File: src/rtl/retrans_pkg.sv
// Shared types and constants for the retransmission controller.
// State encoding is fixed so that it can be read directly in waveforms and debug registers.
package retrans_pkg;

  typedef enum logic [2:0] {
    ST_IDLE     = 3'd0,
    ST_SENDING  = 3'd1,
    ST_WAIT_ACK = 3'd2,
    ST_RETRANS  = 3'd3,
    ST_FAIL     = 3'd4
  } state_t;

  localparam int unsigned STAT_W = 16;

  // Saturating increment for the statistics counters.
  function automatic logic [STAT_W-1:0] sat_inc(input logic [STAT_W-1:0] v);
    return (&v) ? v : v + STAT_W'(1);
  endfunction

endpackage

File: src/rtl/retrans_timer.sv
// ACK timeout down-counter: i_load presets TIMEOUT_CYCLES-1, i_en decrements and holds at zero.
// o_expired is decoded from the registered count, so it is valid one cycle after the load.
module retrans_timer #(
  parameter int unsigned TIMEOUT_CYCLES = 100000
) (
  input  logic i_clk,
  input  logic i_rst,
  input  logic i_load,
  input  logic i_en,
  output logic o_expired
);

  localparam int unsigned TW = $clog2(TIMEOUT_CYCLES);
  localparam logic [TW-1:0] LOAD_VAL = TW'(TIMEOUT_CYCLES - 1);

  logic [TW-1:0] cnt_q;
  logic [TW-1:0] cnt_d;

  always_comb begin
    cnt_d = cnt_q;
    if (i_load) begin
      cnt_d = LOAD_VAL;
    end else if (i_en && (cnt_q != '0)) begin
      cnt_d = cnt_q - TW'(1);
    end
  end

  always_ff @(posedge i_clk or posedge i_rst) begin
    if (i_rst) begin
      cnt_q <= '0;
    end else begin
      cnt_q <= cnt_d;
    end
  end

  assign o_expired = (cnt_q == '0);

endmodule

File: src/rtl/retrans_ctrl.sv
// Sender-side retransmission controller: gates new frames, waits for ACK/NAK, retransmits on NAK/timeout.
// Outputs decode registered state (one-cycle input-to-output latency). Optional RETRANS_CTRL_STATS_EN builds the counters.
module retrans_ctrl #(
  parameter int unsigned TIMEOUT_CYCLES = 100000,
  parameter int unsigned MAX_RETRIES    = 3
) (
  input  logic                                 i_clk,
  input  logic                                 i_rst,
  input  logic                                 i_frame_start,
  input  logic                                 i_frame_end,
  input  logic                                 i_ack_valid,
  input  logic                                 i_ack_ok,
  input  logic                                 i_clr_fail,
  output logic                                 o_send_en,
  output logic                                 o_retrans_req,
  output logic                                 o_busy,
  output logic                                 o_fail,
  output logic [$clog2(MAX_RETRIES+1)-1:0]     o_retry_cnt,
  output logic [15:0]                          o_frame_cnt,
  output logic [15:0]                          o_nak_cnt,
  output logic [15:0]                          o_timeout_cnt
);

  import retrans_pkg::*;

  localparam int unsigned RW = $clog2(MAX_RETRIES + 1);
  localparam logic [RW-1:0] RETRY_MAX = RW'(MAX_RETRIES);

  state_t        state_q, state_d;
  logic [RW-1:0] retry_cnt_q, retry_cnt_d;
  logic          tmr_load;
  logic          tmr_en;
  logic          tmr_expired;

  retrans_timer #(
    .TIMEOUT_CYCLES (TIMEOUT_CYCLES)
  ) u_timer (
    .i_clk     (i_clk),
    .i_rst     (i_rst),
    .i_load    (tmr_load),
    .i_en      (tmr_en),
    .o_expired (tmr_expired)
  );

  always_comb begin
    state_d     = state_q;
    retry_cnt_d = retry_cnt_q;
    tmr_load    = 1'b0;
    tmr_en      = 1'b0;
    unique case (state_q)
      ST_IDLE: begin
        if (i_frame_start) begin
          state_d = ST_SENDING;
        end
      end
      ST_SENDING: begin
        // A new frame_start alongside frame_end is irrelevant: the end closes the frame.
        if (i_frame_end) begin
          state_d  = ST_WAIT_ACK;
          tmr_load = 1'b1;
        end
      end
      ST_WAIT_ACK: begin
        tmr_en = 1'b1;
        if (i_ack_valid && i_ack_ok) begin
          state_d     = ST_IDLE;
          retry_cnt_d = '0;
        end else if (i_ack_valid || tmr_expired) begin
          state_d = (retry_cnt_q == RETRY_MAX) ? ST_FAIL : ST_RETRANS;
        end
      end
      ST_RETRANS: begin
        state_d = ST_SENDING;
        if (retry_cnt_q < RETRY_MAX) begin
          retry_cnt_d = retry_cnt_q + RW'(1);
        end
      end
      ST_FAIL: begin
        if (i_clr_fail) begin
          state_d     = ST_IDLE;
          retry_cnt_d = '0;
        end
      end
      default: begin
        state_d     = ST_IDLE;
        retry_cnt_d = '0;
      end
    endcase
  end

  always_ff @(posedge i_clk or posedge i_rst) begin
    if (i_rst) begin
      state_q     <= ST_IDLE;
      retry_cnt_q <= '0;
    end else begin
      state_q     <= state_d;
      retry_cnt_q <= retry_cnt_d;
    end
  end

  assign o_send_en     = (state_q == ST_IDLE) || (state_q == ST_SENDING);
  assign o_retrans_req = (state_q == ST_RETRANS);
  assign o_busy        = (state_q != ST_IDLE);
  assign o_fail        = (state_q == ST_FAIL);
  assign o_retry_cnt   = retry_cnt_q;

`ifdef RETRANS_CTRL_STATS_EN
  logic              in_wait;
  logic              ack_evt, nak_evt, to_evt;
  logic [STAT_W-1:0] frame_cnt_q, frame_cnt_d;
  logic [STAT_W-1:0] nak_cnt_q, nak_cnt_d;
  logic [STAT_W-1:0] timeout_cnt_q, timeout_cnt_d;

  // A status strobe in the expiry cycle takes precedence, so no timeout is counted then.
  assign in_wait = (state_q == ST_WAIT_ACK);
  assign ack_evt = in_wait && i_ack_valid && i_ack_ok;
  assign nak_evt = in_wait && i_ack_valid && !i_ack_ok;
  assign to_evt  = in_wait && !i_ack_valid && tmr_expired;

  always_comb begin
    frame_cnt_d   = ack_evt ? sat_inc(frame_cnt_q)   : frame_cnt_q;
    nak_cnt_d     = nak_evt ? sat_inc(nak_cnt_q)     : nak_cnt_q;
    timeout_cnt_d = to_evt  ? sat_inc(timeout_cnt_q) : timeout_cnt_q;
  end

  always_ff @(posedge i_clk or posedge i_rst) begin
    if (i_rst) begin
      frame_cnt_q   <= '0;
      nak_cnt_q     <= '0;
      timeout_cnt_q <= '0;
    end else begin
      frame_cnt_q   <= frame_cnt_d;
      nak_cnt_q     <= nak_cnt_d;
      timeout_cnt_q <= timeout_cnt_d;
    end
  end

  assign o_frame_cnt   = frame_cnt_q;
  assign o_nak_cnt     = nak_cnt_q;
  assign o_timeout_cnt = timeout_cnt_q;
`else
  assign o_frame_cnt   = '0;
  assign o_nak_cnt     = '0;
  assign o_timeout_cnt = '0;
`endif

endmodule
File: config.mk
export PLATFORM = sky130hd
export DESIGN_NAME = retrans_ctrl
export DESIGN_NICKNAME = d
export VERILOG_FILES = /design/src/rtl/retrans_pkg.sv /design/src/rtl/retrans_timer.sv /design/src/rtl/retrans_ctrl.sv
export SDC_FILE = /design/constraint.sdc
export NUM_CORES = 1
export LEC_CHECK = 0
export ABC_AREA = 1
export CAP_MARGIN = 40
export CORE_ASPECT_RATIO = 0.7
export CORE_UTILIZATION = 35
export DETAILED_ROUTE_END_ITERATION = 16
export SLEW_MARGIN = 20
export SYNTH_ARGS = -nofsm -noshare
export SYNTH_HDL_FRONTEND = slang
export SYNTH_HIERARCHICAL = 1
export SYNTH_SLANG_ARGS = --single-unit
File: constraint.sdc
create_clock -name i_clk -period 3.35 [get_ports i_clk]
set_input_delay 0.5025 -clock i_clk [delete_from_list [all_inputs] [get_ports i_clk]]
set_output_delay 0.5025 -clock i_clk [all_outputs]
set_load 0.01 [all_outputs]
# After elaboration in Yosys (flattened, before gate mapping)
# Index checks and enable logic that the tools add are counted.
# Widths: inputs -> output; s select.
# op_classes
n_addsub	2
magnitude_cmp	1
eq_ne	11
muxes	16
n_bitwise	1
reduce_logical	12
# ops
operator	count
$mux 17	2
$mux 3	6
$logic_not 17->1	1
$reduce_bool 17->1	1
$sub 17x1->17 const B	1
$pmux 3 s5	1
$ne 2x2->1 const B	4
$pmux 2 s4	1
$reduce_and 4->1	2
$eq 3x2->1 const B	2
$mux 2	3
$eq 3x1->1 const B	1
$eq 3x3->1 const B	1
$logic_not 3->1	1
$mux 1	3
$ne 3x3->1 const B	1
$reduce_bool 3->1	1
$add 2x1->2 const B	1
$eq 2x2->1 const B	1
$logic_and 1x1->1	2
$logic_or 1x1->1	2
$lt 2x2->1 const B	1
$ne 2x1->1 const B	1
$reduce_bool 2->1	1
other kinds (2)	2
# totals
ff_bits	22
input_bits	7
out_inout_bits	54
wordCells	46

# Logic depth before layout (Yosys ltp)
# logic_depth
word_depth	5
ltp_mapped	12
mapped_depth_nobuf	12

# By module
# The synthesis kept the hierarchy.
# by_module_without_submodules
module	n_inst	cells_per_inst	area_per_inst_um2	seq_area_each_um2
retrans_timer	1	179	1176.1	425.4
retrans_ctrl	1	115	759.5	125.1

# Worst setup path after synthesis
# Ideal clock, no wire load.
# synth_path
path_type	flip-flop to flip-flop
from	reg state_q[1]
to	reg u_timer.cnt_q[11]
setup_ns	0.117
arrival_ns	1.681
t_required_ns	3.233
slack_ns	1.552
path_stages_with_launch	8
path_buffers	1
synth_period_minus_slack_ns	1.798
cell_sequence	dfrtp_1 -> nor2_4 -> nand2_1 -> nor2_1 -> clkinv_1 -> clkbuf_1 -> nand3_1 -> nand2_1
# synth_between
elab_cells_between_ends	7
cone_classes	2 x eq/ne; 3 x mux; 2 x reduce/logical
# synth_lines
item	line_no	text
start: declaration	retrans_ctrl.sv:29	state_t state_q, state_d;
start signal: assignment	retrans_ctrl.sv:96	state_q <= state_d;
$eq 3x1->1 *	retrans_ctrl.sv:50	unique case (state_q)
$mux 1 *	retrans_ctrl.sv:50	
net tmr_load	retrans_ctrl.sv:31	logic tmr_load;
$mux 17 / $reduce_bool 2->1 (equally long branches)	-	
end signal: assignment	retrans_timer.sv:32	cnt_q <= cnt_d;
end: declaration	retrans_timer.sv:16	logic [TW-1:0] cnt_q;
# The timed path passes the listed nets; every way through them passes the cells marked *.
# A chain may end at the register's enable or synchronous reset.

# Final worst setup path
# layout_path
from	reg state_q[1]
to	reg u_timer.cnt_q[1]
# Same word-level chain as after synthesis.

==> results_dict.tcl <==
set metrics [dict create \
    ant_nets 0 \
    clock_sinks 22 \
    synth_seq_cells 22 \
    worstSetupPathType "flip-flop to flip-flop" \
    max-vdd-ir-drop_mv 0.229 \
    clockPowerShare_pct 12.1 \
    cp-start-kind "flip-flop" \
    ctsRootBufferMaster "clkbuf_8" \
    hold_viol 0 \
    p_seq_share_pct 31.4 \
    min_period_ps 2310 \
    grt_pass1_wl_mm 5.95 \
    setup_tns_ps 0 \
    power_uw 1570 \
    area_growth_pct 3.04 \
    cpMostUsedCell "nand2_1" \
    cts_resized 0 \
    clockBufferDepth 2 \
    max_stage_delay_ps 480 \
    slew_violations 0 \
    crit_path_max_fanout 18 \
    synthTopCellsByArea "dfrtp_1 (28%), buf_4 (19%), nand2_1 (16%)" \
    synth_xor_area_share_pct 1.36 \
    synth-edff-count 0 \
    cp.arrival_ps 2510 \
    grt_pass1_vias 1260 \
    initial_utilization_pct 36.6 \
    power_switching_uw 784 \
    htreeDepth 1 \
    fin_skew_ps 6.68 \
    grtUsageTotal_pct 13.0 \
    synth_compound_area_share_pct 1.03 \
    drive_above_1_share_pct 4.90 \
    path_cells "nor2_4 > nand2_1 > nor2_1 > clkinv_1 > buf_4 > nand2_4 > nand2_1 > nand2_1" \
    wire_per_inst_um 9.70 \
    post_drt_via_cell_ratio 4.26 \
    p_per_area_nw_per_um2 785 \
    placedCellCount 374 \
    synth_top_area_share_pct 28.4 \
    post-synth-top-count-cell "nand2_1" \
    layoutNonFillerInstCount 378 \
    synthAdderAreaFrac_pct 1.29 \
    relSlewSlack_pct 55.2 \
    ys_types 24 \
    mappedNetlistArea_um2 1940 \
    fmax_mhz 433 \
    worstSkewPairLatency_ps 260 \
    totalWireLength_mm 3.67 \
    finalCritPeriodShare_pct 68.9 \
    synth_area_per_cell_um2 6.58 \
    cts_tree "built" \
    yosys.area_share.simple_pct 41.1 \
    tightest_slew_ps 671 \
    leakage_uw 0.00118 \
    fin_nets 316 \
    cts_hold_buffers 0 \
    portBuffers 12 \
    detail_route.iter0.violations 149 \
    rows 22 \
    drv_cap 0 \
    muxShareOfSynthArea_pct 0 \
    synth_top_family_by_area "simple AND/OR/NAND/NOR gates" \
    dp_hpwl_mm 2.85 \
    die-area_um2 5840 \
    finalSetupViolations 0 \
    async_flop_share_pct 100 \
    cp.required_ps 3550 \
    die_y_um 64.2 \
    dr_total_vias 1612 \
    grt_max_degree 19 \
    antenna_found_initial 0 \
    drc 0 \
    p_int_uw 782 \
    clk_pin_slew_ps 80 \
    synth_common_cells "nand2_1 (85), buf_4 (48), nand3_1 (40)" \
    cts_buffers 3 \
    gp_congestion 0.861 \
    die_w_um 90.9 \
    ys.flop_type "dfrtp_1" \
    p_comb_share_pct 56.5 \
    grt_overflow 0 \
    status "finished clean" \
    end_kind "flip-flop" \
    cpMaxStageDelayCell "dfrtp_1" \
    synth_seq_area_share_pct 28.4 \
    yosys_warnings 6 \
    io_pins 61 \
    swShare_pct 50.0 \
    core_um2 5290 \
    rsz0062_at_grt "false" \
    yosysTopAreaCell "dfrtp_1" \
    synthCells 294 \
    antennaDiodeCount 0 \
    postCtsSetupBuffers 0 \
    hp-class "primary input to async pin" \
    first_pass_iters 4 \
]
[path summary, 6_finish.rpt]
path	startpoint	to	slack [ps]	depth (start not counted)
max in group asynchronous	i_rst	u_timer/cnt_q[7]	2250	2
setup reg to reg	state_q[1]	u_timer/cnt_q[1]	1040	8
hold / removal	i_rst	state_q[0]	470	2
min in group i_clk	u_timer/cnt_q[0]	u_timer/cnt_q[0]	490	2
hold reg to reg	u_timer/cnt_q[0]	u_timer/cnt_q[0]	490	2
setup / recovery	state_q[1]	u_timer/cnt_q[1]	1040	8
[worst max-delay path: cells and delay by family (launching register included)]
kind          cells  cell delay, ps
flops             1             480
buf+inv           2             720
simple gates      6            1030
[power by group through the flow]
stage	sequential (uW)	combinational [uW]	clock, uW
after floorplan	462	749	0
after global placement	497	874	0
after detailed placement	493	876	0
after CTS	488	882	197
after global routing	501	1010	209
final	492	884	190
[cell type report]
| class | count | area, um^2 |
|---|---|---|
| repair buffers | 13 | 128 |
| multi-input cells | 234 | 1050 |
| flip-flops and latches | 22 | 551 |
| inverters | 33 | 124 |
| fillers | 569 | 3290 |
| clock buffers | 4 | 55.1 |
| well taps | 72 | 90.1 |
[layout by cell type (no fill, tap or decap)]
cell,n
nor2_1,37
nand4_1,1
nand3_1,40
xnor2_1,2
o21bai_1,2
nand2_4,2
inv_1,32
nand2_1,85
conb_1,48
buf_4,1
clkinv_1,1
or2_2,2
nand3b_1,4
nor2_2,2
nor3_1,1
clkbuf_8,4
nand3b_4,1
ha_1,2
clkdlybuf4s50_1,12
nor2_4,2
xor2_1,1
nand2_2,1
dfrtp_1,22
o21ai_0,1
[sequential cells by signal, indices dropped and copies added (netlist names)]
register and cells:
u_timer/cnt_q 17, state_q 3, o_retry_cnt 2
[stage by stage]
stage               util, %  worst slack, ps  area (um^2)  hold slack, ps
detailed placement     36.7              816         1940             462
CTS                    37.7             1040         1990             473
floorplan                 -             1550         2110             281
finish                 37.7             1040         1990             465
global placement       36.7              893         1940             463
global route           37.7              870         1990             504
[cells by family after synthesis]
logic type,count (synthesis)
buffers and inverters,85
AND/OR/NAND/NOR,178
XOR/XNOR,3
AO/OA/AOI/OAI,3
other,1
adder cells (fa/ha/maj),2
flip-flops,22
[metal layers]
metal,track usage (%),wire [um],vias up
met2,18.2,1420,65
li1,-,-,829
met1,20.0,2020,716
met3,2.86,209,2
met5,0,0,-
met4,2.38,16,0
(Power assumes the default switching activity.)
